## src/rtl/display_pkg.sv

```systemverilog
// Shared types and constants for the display compositor: fade states, colour key, frame-start helpers.
// No logic of its own; imported by display_compositor and compositor_fade_fsm.
package display_pkg;

    typedef enum logic [1:0] {
        NORMAL     = 2'd0,
        FADING_OUT = 2'd1,
        BLANK      = 2'd2,
        FADING_IN  = 2'd3
    } fade_state_t;

    // Magenta is the colour key when transparency keying is built in.
    localparam logic [11:0] TRANSPARENT_KEY = 12'hF0F;

    localparam logic [9:0] FRAME_START_X = 10'd0;
    localparam logic [9:0] FRAME_START_Y = 10'd0;

    function automatic logic is_frame_start(input logic       tick,
                                            input logic [9:0] px,
                                            input logic [9:0] py);
        return tick && (px == FRAME_START_X) && (py == FRAME_START_Y);
    endfunction

endpackage

```

## src/rtl/compositor_fade_fsm.sv

```systemverilog
// Fade controller: owns fade state, fade_shift, frame step counter and fade_busy.
// Latency: requests take effect on the next clk edge; shift steps on frame-start edges.
// Backpressure: none; single-cycle requests are always accepted or ignored.
module compositor_fade_fsm
    import display_pkg::*;
#(
    parameter int CH_W            = 4,
    parameter int FRAMES_PER_STEP = 4,
    parameter int SHIFT_W         = $clog2(CH_W + 1)
) (
    input  logic               clk,
    input  logic               rst_n,
    input  logic               frame_start,
    input  logic               fade_out_req,
    input  logic               fade_in_req,
    output logic [SHIFT_W-1:0] fade_shift,
    output logic               fade_busy
);

    localparam logic [SHIFT_W-1:0] SHIFT_MAX = SHIFT_W'(CH_W);
    localparam logic [7:0]         STEP_LAST = 8'(FRAMES_PER_STEP - 1);

    fade_state_t        state, state_nxt;
    logic [SHIFT_W-1:0] shift_nxt;
    logic [7:0]         cnt, cnt_nxt;
    logic               in_req;
    logic               step;

    // fade_out_req wins a simultaneous request, so fade-in only counts alone.
    assign in_req = fade_in_req & ~fade_out_req;
    assign step   = frame_start && (cnt == STEP_LAST);

    always_comb begin
        state_nxt = state;
        shift_nxt = fade_shift;
        cnt_nxt   = cnt;
        case (state)
            NORMAL: begin
                if (fade_out_req) begin
                    state_nxt = FADING_OUT;
                    cnt_nxt   = '0;
                end
            end
            BLANK: begin
                if (in_req) begin
                    state_nxt = FADING_IN;
                    cnt_nxt   = '0;
                end
            end
            FADING_OUT: begin
                if (in_req) begin
                    state_nxt = FADING_IN;
                end else if (frame_start) begin
                    cnt_nxt = step ? 8'd0 : cnt + 8'd1;
                    if (step) begin
                        shift_nxt = fade_shift + SHIFT_W'(1);
                        if (shift_nxt == SHIFT_MAX)
                            state_nxt = BLANK;
                    end
                end
            end
            FADING_IN: begin
                if (fade_out_req) begin
                    state_nxt = FADING_OUT;
                end else if (frame_start) begin
                    cnt_nxt = step ? 8'd0 : cnt + 8'd1;
                    if (step) begin
                        shift_nxt = fade_shift - SHIFT_W'(1);
                        if (shift_nxt == '0)
                            state_nxt = NORMAL;
                    end
                end
            end
            default: begin
                state_nxt = NORMAL;
                shift_nxt = '0;
                cnt_nxt   = '0;
            end
        endcase
    end

    always_ff @(posedge clk or negedge rst_n) begin
        if (!rst_n) begin
            state      <= NORMAL;
            fade_shift <= '0;
            cnt        <= '0;
        end else begin
            state      <= state_nxt;
            fade_shift <= shift_nxt;
            cnt        <= cnt_nxt;
        end
    end

    assign fade_busy = (state == FADING_OUT) || (state == FADING_IN);

endmodule

```

## src/rtl/display_compositor.sv

```systemverilog
// Layer compositor: priority mux of object layers over background, then per-channel fade shift.
// Latency: 2 pixel_ticks from inputs to rgb; everything holds when pixel_tick is low.
// Backpressure: none. Optional macro DISPLAY_COMPOSITOR_TRANSPARENCY_EN enables colour keying.
module display_compositor
    import display_pkg::*;
#(
    parameter int NUM_LAYERS      = 4,
    parameter int CH_W            = 4,
    parameter int FRAMES_PER_STEP = 4
) (
    input  logic                         clk,
    input  logic                         hard_reset_n,
    input  logic                         pixel_tick,
    input  logic                         video_on,
    input  logic [9:0]                   x,
    input  logic [9:0]                   y,
    input  logic [3*CH_W-1:0]            bg_rgb,
    input  logic [NUM_LAYERS*3*CH_W-1:0] layer_rgb,
    input  logic [NUM_LAYERS-1:0]        layer_on,
    input  logic [NUM_LAYERS-1:0]        layer_en,
    input  logic                         fade_out_req,
    input  logic                         fade_in_req,
    output logic [3*CH_W-1:0]            rgb,
    output logic                         fade_busy,
    output logic [15:0]                  frame_count
);

    localparam int RGB_W   = 3 * CH_W;
    localparam int SHIFT_W = $clog2(CH_W + 1);

    logic                  frame_start;
    logic [NUM_LAYERS-1:0] act_en, eff_en, hit;
    logic [RGB_W-1:0]      sel_rgb, s1_rgb, shifted;
    logic                  s1_vid;
    logic [SHIFT_W-1:0]    fade_shift;

    assign frame_start = is_frame_start(pixel_tick, x, y);

    // The frame-start pixel already belongs to the new frame, so it sees the new enables.
    assign eff_en = frame_start ? layer_en : act_en;

`ifdef DISPLAY_COMPOSITOR_TRANSPARENCY_EN
    localparam logic [RGB_W-1:0] KEY = RGB_W'(TRANSPARENT_KEY);

    always_comb begin
        hit = '0;
        for (int k = 0; k < NUM_LAYERS; k++)
            hit[k] = layer_on[k] & eff_en[k] & (layer_rgb[k*RGB_W +: RGB_W] != KEY);
    end
`else
    assign hit = layer_on & eff_en;
`endif

    // Walk from the highest index down so the lowest hit layer is written last.
    always_comb begin
        sel_rgb = bg_rgb;
        for (int k = NUM_LAYERS - 1; k >= 0; k--)
            if (hit[k])
                sel_rgb = layer_rgb[k*RGB_W +: RGB_W];
    end

    always_comb begin
        shifted = '0;
        for (int c = 0; c < 3; c++)
            shifted[c*CH_W +: CH_W] = s1_rgb[c*CH_W +: CH_W] >> fade_shift;
    end

    always_ff @(posedge clk or negedge hard_reset_n) begin
        if (!hard_reset_n) begin
            act_en      <= '1;
            frame_count <= '0;
            s1_rgb      <= '0;
            s1_vid      <= 1'b0;
            rgb         <= '0;
        end else begin
            if (frame_start) begin
                act_en      <= layer_en;
                frame_count <= frame_count + 16'd1;
            end
            if (pixel_tick) begin
                s1_rgb <= sel_rgb;
                s1_vid <= video_on;
                rgb    <= s1_vid ? shifted : '0;
            end
        end
    end

    compositor_fade_fsm #(
        .CH_W            (CH_W),
        .FRAMES_PER_STEP (FRAMES_PER_STEP),
        .SHIFT_W         (SHIFT_W)
    ) u_fade_fsm (
        .clk          (clk),
        .rst_n        (hard_reset_n),
        .frame_start  (frame_start),
        .fade_out_req (fade_out_req),
        .fade_in_req  (fade_in_req),
        .fade_shift   (fade_shift),
        .fade_busy    (fade_busy)
    );

endmodule

```

## config.mk

```make
export PLATFORM = sky130hd
export DESIGN_NAME = display_compositor
export DESIGN_NICKNAME = d
export VERILOG_FILES = /design/src/rtl/display_pkg.sv /design/src/rtl/compositor_fade_fsm.sv /design/src/rtl/display_compositor.sv
export SDC_FILE = /design/constraint.sdc
export NUM_CORES = 1
export LEC_CHECK = 0
export CORE_ASPECT_RATIO = 0.9
export CORE_UTILIZATION = 30
export DETAILED_ROUTE_END_ITERATION = 7
export GPL_TIMING_DRIVEN = 0
export PLACE_DENSITY = 0.68
export SLEW_MARGIN = 0
export SYNTH_ARGS = -nofsm -noshare
export SYNTH_HDL_FRONTEND = slang
export SYNTH_HIERARCHICAL = 1
export SYNTH_SLANG_ARGS = --single-unit
```

## constraint.sdc

```tcl
create_clock -name clk -period 4.2 [get_ports clk]
set_input_delay 0.63 -clock clk [delete_from_list [all_inputs] [get_ports clk]]
set_output_delay 0.63 -clock clk [all_outputs]
set_load 0.1 [all_outputs]
```

==> reports/summary.txt <==
status -> finished, final reports clean
Critical Path Fanout Max -> 9
Core Footprint -> 11,600 sq um
Synth Warn # -> 6
post-layout util -> 46.4%
Die Area -> 12,400 sq um
sequential area share after synthesis -> 40.5%
final setup violation count -> 0
setup TNS -> 0 ns
DR vias -> 3,345
Sink Count -> 58
Worst Path Arrival -> 2.60 ns
Async SR Flop Fraction -> 100%
static leakage -> 2.23 nW
Tmin final -> 3.23 ns
area fraction in compound gates after synthesis -> 22.5%
R2R cell count -> 5
First-pass DRT Iterations -> 5
share of cells above drive strength 1 -> 11.8%
Most used DFF post-synth -> dfrtp_1
clock tree buffer depth -> 2
PD cells -> 374 nW/um^2
layout overhead on the synthesized area -> 49.3%
Routed wire per std cell -> 14.7 um
Worst-Skew Late Latency -> 0.32 ns
routed wire length -> 9660 um
Rows -> 37
simple-gate area share of the yosys netlist -> 21.1%
Reg clk slew, reported paths -> 0.05 ns
xor/xnor share of the synthesized area -> 4.38%
reg-to-reg endpoint -> u_fade_fsm/cnt[2]
Synth top cells by count -> 54 x dfrtp_1, 26 x nand2_1, 24 x nand3_1
ANT cells -> 0
Post-synth EDFFs -> 0
post-synth top area cell -> dfrtp_1
Die Span X -> 117 um
Post-DRT Antenna Nets -> 0
Synth cell types -> 56
Initial Utilization -> 31.1%
r2r startpoint -> u_fade_fsm/cnt[5]
Worst R2R Setup Slack -> 1.96 ns
adder-cell share of the synthesized area -> 3.48%
initial DRC count -> 134
IO buf count -> 122
CTS root buf -> clkbuf_16
PostCTS Resize Cnt -> 0
crit end category -> primary output
maximum vdd drop -> 0.290 mV
Slew HR -> 31.0%
Setup Buffers After CTS -> 0
hold crit path type -> input pin to async pin
top cell type's share of synthesized area -> 37.6%
largest net degree at the start of global routing -> 41
Post-Syn Area per Cell -> 9.96 sq um
Num CTS Buffers -> 9
period utilisation layout -> 76.9%
Filler cells -> 1,143
crit start category -> flop
CTS H-tree depth -> 3
Post-Syn Instances -> 361
Mapped Area -> 3600 sq um
hold buffers post-CTS -> 0
post-synthesis register bit count -> 58
mux contribution to synthesized area -> 3.20%
main combinational cell family by area after synthesis -> compound AO/OA/AOI/OAI gates
Max Fclk -> 310 MHz
actual slew at the worst max-slew pin -> 1.03 ns
RSZ-0062 raised after global routing -> no
most frequent cell after synthesis -> dfrtp_1
critical setup path kind -> flop to primary output
Worst Clk Skew -> 0.00508 ns
DRC -> 0
Worst EP required -> 3.57 ns
routed vias/inst -> 5.11
io pins -> 123
number of maximum-capacitance violations -> 0
Overflow after GRT -> 0
Post-Syn Nets -> 465
CTS tree -> built
top cells by area, synth -> dfrtp_1 38%, a22o_1 3.9%, xnor2_1 3.7%
max-slew violations -> 0
Placer Congestion -> 0.819
die height -> 106 um
number of global-route vias before repair -> 3,409
final hold violation count -> 0
first-pass GRT wire length -> 16,200 um
Post-DP HPWL -> 7800 um
Nets -> 599
Final Power -> 0.00201 W
initial antenna violation count -> 0
Total GRT Usage -> 16.2%
==> where the power goes <==
part	internal [W]	switching [W]	total [W]
Sequential	0.000600	0.0000402	0.000640
Combinational	0.000245	0.000286	0.000531
Clock	0.000591	0.000249	0.000840
==> registers in the layout (all words and copies together) (netlist names) <==
register / flops
s1_vid: 1
u_fade_fsm/cnt: 8
frame_count: 16
u_fade_fsm/fade_shift: 3
s1_rgb: 12
act_en: 4
rgb: 12
u_fade_fsm/state: 2
==> worst max-delay path: stages, from the launching register on <==
cell	delay (ns)
dfrtp_1	0.40
ha_1	0.16
clkbuf_1	0.33
or2_2	0.24
clkdlybuf4s50_1	1.14
==> placed cells by master (no fill, tap or decap), types with 6 or more instances in the layout <==
cell type	Yosys	final
a22o_1	16	16
a221o_1	12	12
o21ai_1	6	6
dfrtp_1	54	54
inv_1	12	12
and3_1	10	10
nor2b_1	18	18
clkbuf_16	0	9
xnor2_1	15	15
a21oi_1	8	8
o2bb2ai_1	9	9
nand3_2	8	8
nand2_1	26	26
a32oi_1	12	12
nand3_1	24	24
clkbuf_1	7	7
o21ai_0	20	20
clkdlybuf4s50_1	0	121
nor2_1	12	12
mux2i_1	7	7
ha_1	10	10
==> cell type report <==
cell class / instances / area, sq um / area share (%)
clock inverters: 5 / 103 / 1.91
inverters: 12 / 45.0 / 0.839
flip-flops and latches: 58 / 1460 / 27.1
repair buffers: 123 / 1240 / 23.0
clock buffers: 10 / 239 / 4.45
multi-input cells: 271 / 1960 / 36.6
well taps: 156 / 195 / 3.64
plain buffers: 20 / 130 / 2.42
==> cells by family after synthesis <==
family                   Yosys count
flip-flops                        58
AO/OA/AOI/OAI                    106
adder cells (fa/ha/maj)           10
buffers and inverters             32
AND/OR/NAND/NOR                  126
XOR/XNOR                          18
multiplexers                      11
==> through the flow <==
stage / worst slack, ns / std cells / hold WS [ns] / area, sq um
floorplan: 1.69 / 361 / 0.334 / 3600
global placement: 0.654 / 639 / 0.461 / 5010
detailed placement: 0.791 / 640 / 0.474 / 5030
CTS: 0.928 / 655 / 0.279 / 5370
global route: 0.813 / 655 / 0.304 / 5370
finish: 0.972 / 655 / 0.273 / 5370
==> layer usage <==
metal	routed length, um	track usage (%)
met5	0	0
met1	4200	18.6
met3	671	4.98
met2	4660	28.7
met4	129	5.01
==> worst max path at each step <==
stage,cells after the start,end,from,slack (ns)
after floorplan,8,u_fade_fsm/state[0],x[4],1.69
after global placement,1,s1_rgb[3],hard_reset_n,0.65
after detailed placement,9,u_fade_fsm/state[0],pixel_tick,0.79
after CTS,4,fade_busy,u_fade_fsm/state[1],0.93
after global routing,9,u_fade_fsm/cnt[2],pixel_tick,0.81
final,4,fade_busy,u_fade_fsm/state[1],0.97
No activity file was read; power rests on OpenSTA's default activity.
